File: config.mk
export PLATFORM = sky130hd
export DESIGN_NAME = inst_fetch_queue_flat
export DESIGN_NICKNAME = d
export VERILOG_FILES = /design/src/rtl/inst_fetch_queue_if.sv /design/src/rtl/inst_fetch_queue.sv /design/src/flat_wrapper.sv
export SDC_FILE = /design/constraint.sdc
export NUM_CORES = 1
export LEC_CHECK = 0
export CELL_PAD_IN_SITES_DETAIL_PLACEMENT = 1
export CELL_PAD_IN_SITES_GLOBAL_PLACEMENT = 2
export CORE_UTILIZATION = 40
export CTS_CLUSTER_DIAMETER = 150
export DETAILED_ROUTE_END_ITERATION = 16
export PLACE_DENSITY_LB_ADDON = 0.05
export SYNTH_ARGS = -nofsm -noshare
export SYNTH_HDL_FRONTEND = slang
export SYNTH_SLANG_ARGS = --single-unit
File: constraint.sdc
create_clock -name clk -period 4.2 [get_ports clk]
set_input_delay 1.26 -clock clk [delete_from_list [all_inputs] [get_ports clk]]
set_output_delay 1.26 -clock clk [all_outputs]
set_load 0.05 [all_outputs]
File: src/rtl/inst_fetch_queue_if.sv
// Instruction-memory request/acknowledge channel used by the fetch queue.
// The master issues word-aligned requests; the slave completes them with ack and rdata.
interface inst_fetch_queue_if;
  logic        req;
  logic [31:0] addr;
  logic        ack;
  logic [31:0] rdata;

  modport master (output req, output addr, input ack, input rdata);
  modport slave  (input req, input addr, output ack, output rdata);
endinterface

File: src/rtl/inst_fetch_queue.sv
// IF-stage prefetch queue: fetches sequential words from a handshaked memory ahead of decode,
// holds them through decode stalls and flushes/refetches on a branch or jump redirect.
module inst_fetch_queue #(
  parameter int unsigned DEPTH    = 4,
  parameter logic [31:0] RESET_PC = 32'h0000_0000
) (
  input  logic                      clk,
  input  logic                      rst,
  input  logic                      stall,
  input  logic                      redirect,
  input  logic [31:0]               redirect_pc,
  inst_fetch_queue_if.master        imem,
  output logic                      inst_valid,
  output logic [31:0]               inst,
  output logic [31:0]               pc_plus4
);

  localparam int unsigned PTR_W = $clog2(DEPTH);
  localparam int unsigned CNT_W = PTR_W + 1;

  typedef enum logic [1:0] {IDLE, REQ, DROP} state_t;

  typedef struct packed {
    logic [31:0] inst;
    logic [31:0] pc_plus4;
  } entry_t;

  state_t           state, state_n;
  logic [31:0]      fetch_pc, fetch_pc_n;
  logic [31:0]      addr_q, addr_n;
  logic [31:0]      pc_next;
  logic [31:0]      target;
  entry_t           mem [DEPTH];
  logic [PTR_W-1:0] rd_ptr, wr_ptr;
  logic [CNT_W-1:0] count, count_after_push;
  logic             push, pop, flush;
  logic             unused_pc_bits;

  assign target         = {redirect_pc[31:2], 2'b00};
  assign unused_pc_bits = ^redirect_pc[1:0];
  assign pc_next        = fetch_pc + 32'd4;

  assign inst_valid       = (count != '0);
  assign pop              = inst_valid & ~stall & ~redirect;
  assign count_after_push = pop ? count : count + CNT_W'(1);

  assign imem.req  = (state != IDLE);
  assign imem.addr = addr_q;

  // Head entry drives decode; NOP and zero PC whenever the queue is empty.
  assign inst     = inst_valid ? mem[rd_ptr].inst     : 32'h0;
  assign pc_plus4 = inst_valid ? mem[rd_ptr].pc_plus4 : 32'h0;

  // Fetch control: redirect beats ack, ack beats pop; addr only moves when a new request starts.
  always_comb begin
    state_n    = state;
    fetch_pc_n = fetch_pc;
    addr_n     = addr_q;
    push       = 1'b0;
    flush      = 1'b0;
    unique case (state)
      IDLE: begin
        if (redirect) begin
          flush      = 1'b1;
          fetch_pc_n = target;
          addr_n     = target;
          state_n    = REQ;
        end else if (count < CNT_W'(DEPTH)) begin
          addr_n  = fetch_pc;
          state_n = REQ;
        end
      end
      REQ: begin
        if (redirect) begin
          flush      = 1'b1;
          fetch_pc_n = target;
          if (imem.ack) addr_n = target;
          else          state_n = DROP;
        end else if (imem.ack) begin
          push       = 1'b1;
          fetch_pc_n = pc_next;
          if (count_after_push < CNT_W'(DEPTH)) addr_n = pc_next;
          else                                  state_n = IDLE;
        end
      end
      DROP: begin
        // A redirect landing on the squashed request's ack restarts at once at the new target.
        if (redirect) begin
          flush      = 1'b1;
          fetch_pc_n = target;
          if (imem.ack) begin
            addr_n  = target;
            state_n = REQ;
          end
        end else if (imem.ack) begin
          addr_n  = fetch_pc;
          state_n = REQ;
        end
      end
      default: state_n = IDLE;
    endcase
  end

  always_ff @(posedge clk or negedge rst) begin
    if (!rst) begin
      state    <= IDLE;
      fetch_pc <= RESET_PC;
      addr_q   <= RESET_PC;
      rd_ptr   <= '0;
      wr_ptr   <= '0;
      count    <= '0;
    end else begin
      state    <= state_n;
      fetch_pc <= fetch_pc_n;
      addr_q   <= addr_n;
      if (flush) begin
        rd_ptr <= '0;
        wr_ptr <= '0;
        count  <= '0;
      end else begin
        if (push) wr_ptr <= wr_ptr + PTR_W'(1);
        if (pop)  rd_ptr <= rd_ptr + PTR_W'(1);
        if (push && !pop)      count <= count + CNT_W'(1);
        else if (pop && !push) count <= count - CNT_W'(1);
      end
    end
  end

  // Storage needs no reset: count gates every read.
  always_ff @(posedge clk) begin
    if (push) mem[wr_ptr] <= '{inst: imem.rdata, pc_plus4: pc_next};
  end

endmodule

File: src/flat_wrapper.sv
// flat-port wrapper written by rule: the top's interface ports become plain ports
module inst_fetch_queue_flat 
#(
  parameter int unsigned DEPTH    = 4,
  parameter logic [31:0] RESET_PC = 32'h0000_0000
)
  (clk, rst, stall, redirect, redirect_pc, inst_valid, inst, pc_plus4, imem_req, imem_addr, imem_ack, imem_rdata);
  inst_fetch_queue_if imem_i ();
  input  logic clk;
  input  logic rst;
  input  logic stall;
  input  logic redirect;
  input  logic [31:0] redirect_pc;
  output logic inst_valid;
  output logic [31:0] inst;
  output logic [31:0] pc_plus4;
  output wire logic [$bits(imem_i.req)-1:0] imem_req;
  output wire logic [$bits(imem_i.addr)-1:0] imem_addr;
  input wire logic [$bits(imem_i.ack)-1:0] imem_ack;
  input wire logic [$bits(imem_i.rdata)-1:0] imem_rdata;
  assign imem_req = imem_i.req;
  assign imem_addr = imem_i.addr;
  assign imem_i.ack = imem_ack;
  assign imem_i.rdata = imem_rdata;
  inst_fetch_queue #(.DEPTH(DEPTH), .RESET_PC(RESET_PC)) u_core (.clk(clk), .rst(rst), .stall(stall), .redirect(redirect), .redirect_pc(redirect_pc), .imem(imem_i), .inst_valid(inst_valid), .inst(inst), .pc_plus4(pc_plus4));
endmodule
Word-level counts from Yosys, hierarchy flattened
Memories as Yosys holds them, arrays and structs flattened.
Index checks and enable logic that the tools add are counted.
- reductions and logical operators: 17
- magnitude comparators: 2
- bitwise logic cells: 4
- equal/unequal tests: 10
- add/sub/neg operators: 5
- muxes and demuxes: 38
- operator list (cell ; count):
    $mux W32 ; 13
    $pmux W32 S3 ; 1
    $pmux W32 S2 ; 1
    $add A32 B3 Y32 const B ; 1
    $mux W2 ; 11
    $mux W3 ; 4
    $ne A3 B3 Y1 const B ; 4
    $reduce_and A5 Y1 ; 2
    $reduce_bool A3 Y1 ; 3
    $reduce_bool A2 Y1 ; 4
    $mux W1 ; 7
    $lt A3 B3 Y1 const B ; 2
    $ne A3 B2 Y1 const B ; 2
    $pmux W2 S3 ; 1
    $add A2 B1 Y2 const B ; 2
    $add A3 B1 Y3 const B ; 1
    $reduce_and A3 Y1 ; 1
    $reduce_or A3 Y1 ; 1
    $sub A3 B1 Y3 const B ; 1
    $and A1 B1 Y1 ; 2
    $eq A2 B1 Y1 const B ; 1
    $eq A2 B2 Y1 const B ; 1
    $logic_and A1 B1 Y1 ; 2
    $logic_not A1 Y1 ; 2
    other kinds (5) ; 6
- memory bits (writable): 256
- bits of input ports: 69
- memories: 1
- logic and storage cells: 83
- bits in registers: 73
- memories (name ; depth ; width ; read ports ; clocked after Yosys merged registers in ; wr ports ; line ; RTL):
    u_core.mem ; 4 ; 64 ; 1 ; 0 ; 1 ; inst_fetch_queue.sv:33 ; entry_t mem [DEPTH];

Longest topological paths before layout
Gate-level depths: netlist of run 1.
- depth in word-level cells: 9
- depth in mapped cells: 13
- depth with buffers taken out: 10

Worst setup path after synthesis of run 1
Ideal clock, no wire load.
- path type: input to register
- start point: in redirect
- end point: mem u_core.mem[0][10] (netlist bit) (enable)
- setup slack: 0.085 ns
- buffers on the path: 3
- data required time: 3.773 ns
- stages on the path: 5
- library setup time: 0.427 ns
- arrival: 3.689 ns
- cells stage by stage: nor2b_1 clkbuf_1 clkbuf_1 clkbuf_1 and3_1
- longest elaborated chain between the ends: 4
- RTL lines (item ; line ; RTL):
    start, declared ; flat_wrapper.sv:12 ; input logic redirect;
    $mux W1 ; inst_fetch_queue.sv:74 ; if (redirect) begin
    $mux W1 ; inst_fetch_queue.sv:61 ; unique case (state)
    $mux W1 ; inst_fetch_queue.sv:131 ; if (push) mem[wr_ptr] <= '{inst: imem.rdata, pc_plus4: pc_next};
    $mux W1 (not written as such) ; inst_fetch_queue.sv:131 ;
    end, declared ; inst_fetch_queue.sv:33 ;
No other way between the ends.

Final worst setup path of run 1
- start point: reg u_core.rd_ptr[0]
- end point: out inst[10]
- longest elaborated chain between the ends: 2
- RTL lines (item ; line ; RTL):
    start, declared ; inst_fetch_queue.sv:34 ; logic [PTR_W-1:0] rd_ptr, wr_ptr;
    start signal, assigned ; inst_fetch_queue.sv:122 ; if (pop) rd_ptr <= rd_ptr + PTR_W'(1);
    $mem_v2 Z4 W64 ; -- ;
    $mux W32 ; inst_fetch_queue.sv:51 ; assign inst = inst_valid ? mem[rd_ptr].inst : 32'h0;
    end, declared ; flat_wrapper.sv:15 ; output logic [31:0] inst;
No other way between the ends.

==> impl_metrics.csv, run 1 <==
group,metric,value,unit
outcome,outcome,"completed",
setup_path,cp_max_fo,20,
floorplanning,die_y,196,um
global_route,overflow,0,
place,port_buffers,162,
yosys,synth-edff-count,248,
sta,rsz0062_at_grt,"no",
global_route,grt_start_max_net_pins,65,
detailed_routing,dr_total_vias,9778,
clock_tree,clkSinkCount,319,
global_route,grt_use_met1,0.309,
global_route,grt_use_total,0.220,
clock_tree,cts_tree,"built",
hold_path,min_path_type,"flip-flop to flip-flop",
clock_tree,insertion_delay,0.53,ns
detailed_routing,drc,0,
global_route,grt_busiest_layer,"met2",
clock_tree,clock_path_buffers,3,
sta,worst-slew-pin-transition,1.11,ns
finish,syn2layout_area_growth,23.8,%
power_and_ir_drop,powerDensity,834,nW/um2
finish,nNetsFinal,1314,
detailed_routing,routedWlPerCell,23.6,um
global_route,use_met3,0.0325,
place,gp_routability_congestion,0.788,
clock_tree,numCtsBuffers,37,
setup_path,r2r_slack,1.17,ns
yosys,ys_seq_area_frac,0.612,
detailed_routing,drt_iter0_markers,489,
finish,drive_gt1_frac,0.156,
setup_path,worstPathRequired,2.94,ns
clock_tree,clk_pin_slew_worst_paths,0.05,ns
global_route,grt_pass1_vias,10200,
finish,final_cells,1764,
power_and_ir_drop,vdd_ir_drop_max,563,uV
sta,hold_violations,0,
sta,max_freq,244,MHz
detailed_routing,ant_nets,0,
detailed_routing,wirelength,41600,um
sta,setup_viol,0,
yosys,syn_area,15100,um2
yosys,netlist.area_leader.share,0.494,
sta,fin_crit,4.10,ns
sta,fin_worst_skew,0.0136,ns
yosys,synth_common_cells,"edfxtp_1, dfrtp_1, and2_1",
detailed_routing,drtPass1Iterations,5,
yosys,postSynth.asyncResetShare,0.223,
yosys,ys.flop_type,"edfxtp_1",
sta,slew_headroom,0.254,
yosys,avgSynthCellArea,13.8,um2
sta,drv_slew,0,
detailed_routing,via_per_inst,5.54,
setup_path,end_kind,"output port",
yosys,yosys_warnings,0,
finish,antenna_cells,0,
setup_path,cp.arrival,2.84,ns
global_route,grt_pass1_wl,63500,um
yosys,synthTopCellsByArea,"edfxtp_1, dfrtp_1, mux4_2",
clock_tree,cts-root-buf,"clkbuf_16",
yosys,synth_area_leader_cell,"edfxtp_1",
clock_tree,ctsHoldBuffers,0,
floorplanning,rows,70,
floorplanning,start_util,0.408,
power_and_ir_drop,p_leak,6.39,nW
clock_tree,htree_num_levels,2,
yosys,yosys.cell_count.top_type,"edfxtp_1",
setup_path,crit_path_start_kind,"flip-flop",
floorplanning,core_area,36900,um2
yosys,ys_types,71,
place,dp.cells,1696,
global_route,grtUsageMet2,0.360,
yosys,synthCells,1092,
sta,tns,0,ns
yosys,ys_seq_elements,319,
global_route,antenna_found_initial,0,
sta,fin_crit_sh,0.975,
floorplanning,die_x,196,um
floorplanning,ios,167,
floorplanning,die-area,38400,um2
flow_run,maxCapViolations,0,
place,dpl.hpwl,27200,um
finish,final_core_util,0.506,
setup_path,path_class,"flip-flop to output port",
final timing paths:
| path | startpoint | end | cells past startpoint |
|---|---|---|---|
| max | u_core.rd_ptr[0]$_DFFE_PN0P_ | inst[10] | 4 |
| min | u_core.imem.addr[0]$_DFFE_PN0P_ | u_core.imem.addr[0]$_DFFE_PN0P_ | 1 |
| max reg2reg | u_core.state[1]$_DFFE_PN0P_ | u_core.count[2]$_DFFE_PN0P_ | 8 |
| min reg2reg | u_core.imem.addr[0]$_DFFE_PN0P_ | u_core.imem.addr[0]$_DFFE_PN0P_ | 1 |
| max in group asynchronous | rst | u_core.rd_ptr[0]$_DFFE_PN0P_ | 1 |
| min in group asynchronous | rst | u_core.imem.addr[12]$_DFFE_PN0P_ | 1 |
logic make-up after synthesis:
logic type	count (synthesis)	share of synthesized area
other	1	0.000249
and+or+nand+nor	286	0.104
xor gates and xnor gates	30	0.0174
muxes	109	0.125
buffers and inverters	111	0.0316
AOI/OAI and AO/OA	223	0.0982
DFF	319	0.612
adders and majority gates	13	0.0108
through the flow:
step           hold slack [ns]  setup WS (ns)  total power, mW  cell area, um2
3_3_place_gp             0.488          0.500             12.2           17300
4_1_cts                  0.509         0.0251             15.7           18600
2_1_floorplan            0.510         0.0846             9.64           15100
5_1_grt                  0.546        0.00306             16.3           18600
6_report                 0.507          0.105             15.6           18600
3_5_place_dp             0.492          0.476             12.3           17300
critical path, stage by stage (launching register included):
cell and delay (ns):
dfrtp_4 0.62, buf_12 0.25, mux4_2 0.53, and2_1 0.18
clkdlybuf4s50_1 0.69
sequential cells by signal, indices dropped and copies added, names as in the netlist:
signal and cells:
u_core.count 3, u_core.fetch_pc 30, u_core.imem.addr 32, u_core.mem 248, u_core.rd_ptr 2, u_core.state 2, u_core.wr_ptr 2
where the power goes:
group | internal (mW) | leakage (nW) | total [mW] | switching, mW
clock network | 2.08 | 0.618 | 3.36 | 1.28
logic | 2.82 | 2.69 | 7.47 | 4.65
registers | 4.08 | 3.08 | 4.73 | 0.650
total | 8.98 | 6.39 | 15.6 | 6.58
routing by layer:
layer	part of all wire	routed length [um]	vias up
met5	0	0	-
met4	0.017	701	0
met3	0.038	1580	56
met2	0.48	19800	211
met1	0.47	19500	5028
li1	-	-	4483
final cells by class:
| cell class | instances | area, um2 |
|---|---|---|
| well taps | 504 | 631 |
| clock buffers | 49 | 1020 |
| fillers | 3625 | 18200 |
| inverters | 14 | 52.6 |
| multi-input cells | 663 | 5400 |
| flip-flops and latches | 319 | 9230 |
| repair buffers | 197 | 2070 |
| clock inverters | 18 | 244 |
what timing repair did:
item / CTS / global route
setup endpoints to repair: 45 / 7
buffers inserted: 1 / 0
gates resized for setup: 0 / 6
cells in the final DEF, fill, tap and decap left out, types with 7 or more instances in the layout:
cell type        instances
ha_1                    13
clkdlybuf4s50_1        151
o211ai_1                10
o22ai_1                 16
a31oi_1                  7
o21a_1                   9
xnor2_1                 21
nor3_1                  16
nand3_1                 21
edfxtp_1               248
clkbuf_16               37
nor2b_1                 15
and2_1                  68
xor2_1                   9
a21oi_1                 47
dfrtp_1                 69
o21ai_0                 53
mux4_2                  62
buf_4                   23
buf_12                  15
a2bb2oi_1               13
nor2_1                  40
nand2_1                 63
clkbuf_1                 7
inv_1                   13
and3_1                  11
nand4_1                 12
a211oi_1                10
mux2i_1                 35
mux2_2                  12
No activity file was read; power rests on OpenSTA's default activity.
==> inputs of run 2 (changes only) <==
--- a/config.mk
+++ b/config.mk
@@ -11,6 +11,7 @@
 export CTS_CLUSTER_DIAMETER = 150
 export DETAILED_ROUTE_END_ITERATION = 16
 export PLACE_DENSITY_LB_ADDON = 0.05
+export SETUP_SLACK_MARGIN = 0.05
 export SYNTH_ARGS = -nofsm -noshare
 export SYNTH_HDL_FRONTEND = slang
 export SYNTH_SLANG_ARGS = --single-unit
==> constraint.sdc (replaced) <==
create_clock -name clk -period 4.06 [get_ports clk]
set_input_delay 1.218 -clock clk [delete_from_list [all_inputs] [get_ports clk]]
set_output_delay 1.218 -clock clk [all_outputs]
set_load 0.05 [all_outputs]
==> impl_metrics.csv, run 2 (same netlist as run 1, synthesis figures left out) <==
group,metric,value,unit
outcome,outcome,"completed",
clock_tree,cts_resized,0,
place,port_buffers,162,
global_route,grt_start_max_net_pins,66,
flow_run,maxCapViolations,0,
sta,tns,0,ns
global_route,use_met3,0.0294,
global_route,overflow,0,
clock_tree,clk_pin_slew_worst_paths,0.06,ns
sta,fin_crit,3.90,ns
detailed_routing,ant_nets,0,
setup_path,startpoint,"u_core.rd_ptr[0]$_DFFE_PN0P_",
power_and_ir_drop,p_leak,6.29,nW
sta,max_freq,256,MHz
clock_tree,cts_tree,"built",
global_route,grt_use_total,0.217,
finish,nNetsFinal,1321,
detailed_routing,drtPass1Iterations,5,
setup_path,crit_path_start_kind,"flip-flop",
floorplanning,core_area,36900,um2
sta,hold_violations,0,
floorplanning,die_y,196,um
finish,syn2layout_area_growth,22.8,%
sta,worst-slew-pin-transition,1.08,ns
power_and_ir_drop,vdd_ir_drop_max,441,uV
sta,setup_viol,0,
sta,whs,0.508,ns
finish,final_cell_mix,"edfxtp_1, clkdlybuf4s50_1, dfrtp_1",
place,dp.cells,1701,
detailed_routing,via_per_inst,5.59,
setup_path,timing.rr.start,"u_core.state[1]$_DFFE_PN0P_",
sta,rsz0062_at_grt,"no",
setup_path,end_kind,"output port",
power_and_ir_drop,fin_total_pwr,15.8,mW
setup_path,r2r_cells,7,
global_route,grt_pass1_wl,63000,um
sta,slew_headroom,0.278,
sta,drv_slew,0,
place,pre_cts_ws,0.218,ns
clock_tree,htree_num_levels,2,
clock_tree,clock_path_buffers,3,
global_route,grt_pass1_vias,10200,
floorplanning,ios,167,
hold_path,min_path_cells,2,
global_route,antenna_found_initial,0,
detailed_routing,dr_total_vias,9904,
setup_path,r2r-end,"u_core.imem.addr[25]$_DFFE_PN0P_",
global_route,grt_busiest_layer,"met2",
setup_path,path_class,"flip-flop to output port",
clock_tree,clkSinkCount,319,
clock_tree,numCtsBuffers,37,
detailed_routing,routedWlPerCell,23.2,um
detailed_routing,drc,0,
sta,fin_worst_skew,0.0133,ns
power_and_ir_drop,powerDensity,852,nW/um2
finish,final_core_util,0.502,
floorplanning,start_util,0.408,
clock_tree,cts-root-buf,"clkbuf_16",
setup_path,cp.arrival,2.68,ns
setup_path,cp_max_fo,18,
floorplanning,die-area,38400,um2
global_route,grtUsageMet2,0.357,
global_route,grt_use_met1,0.308,
floorplanning,rows,70,
detailed_routing,drt_iter0_markers,552,
finish,final_cells,1771,
detailed_routing,wirelength,41200,um
finish,num-fill-cells,3621,
setup_path,crit_path_end,"pc_plus4[31]",
finish,postLayoutCellArea,18500,um2
setup_path,r2r_slack,1.17,ns
setup_path,worstPathRequired,2.84,ns
sta,fin_ws,0.159,ns
finish,top_register,"u_core.mem",
finish,largest_reg_flops,248,
finish,final_common_cell,"edfxtp_1",
hold_path,min_path_type,"flip-flop to flip-flop",
clock_tree,insertion_delay,0.52,ns
place,gp_routability_congestion,0.789,
sta,fin_crit_sh,0.961,
finish,drive_gt1_frac,0.167,
place,dpl.hpwl,26900,um
finish,antenna_cells,0,
place,placed_cell_area,17300,um2
floorplanning,die_x,196,um
[run 2: cell types whose count changed in the layout (fill, tap and decap cells not counted), sizes merged]
cell           delta
buf              +16
clkbuf            -3
clkinv            +2
clkdlybuf4s50     -4
dlymetal6s2s      -5
clkinvlp          +3
bufinv            -2
[run 2: worst min path at each step]
stage,from,end,slack (ns)
6_report,u_core.imem.addr[10]$_DFFE_PN0P_,u_core.imem.addr[10]$_DFFE_PN0P_,0.51
5_1_grt,u_core.imem.addr[2]$_DFFE_PN0P_,u_core.imem.addr[2]$_DFFE_PN0P_,0.54
4_1_cts,u_core.imem.addr[3]$_DFFE_PN0P_,u_core.imem.addr[3]$_DFFE_PN0P_,0.52
3_5_place_dp,u_core.imem.addr[3]$_DFFE_PN0P_,u_core.imem.addr[3]$_DFFE_PN0P_,0.50
3_3_place_gp,u_core.imem.addr[1]$_DFFE_PN0P_,u_core.imem.addr[1]$_DFFE_PN0P_,0.49
2_1_floorplan,u_core.count[1]$_DFFE_PN0P_,u_core.count[1]$_DFFE_PN0P_,0.51
[run 2: final cells by class]
type,count,area [um2],area share
Tap cell,504,631,0.0341
Sequential cell,319,9230,0.499
Multi-Input combinational cell,663,5390,0.291
Timing Repair Buffer,204,2010,0.109
Clock inverter,21,216,0.0117
Clock buffer,46,970,0.0524
Inverter,14,52.6,0.00284
[run 2: power breakdown]
group	switching (mW)	internal [mW]
clock network	1.34	1.96
registers	0.659	4.22
logic	4.76	2.84
total	6.75	9.01
[run 2: layer usage]
metal	vias up	part of all wire
met3	46	0.042
li1	4509	-
met4	0	0.015
met2	233	0.48
met1	5116	0.46
met5	-	0
[run 2: repair_timing]
| item | CTS | global route |
|---|---|---|
| hold buffers | 0 | 0 |
| buffers inserted | 3 | 0 |
| endpoints found under the setup margin | 37 | 0 |
[run 2: critical path, cell delays in order, from the launching register on]
cell and delay [ns]:
dfrtp_4 0.53, buf_12 0.23, mux4_2 0.51, and2_1 0.18, clkdlybuf4s50_1 0.70
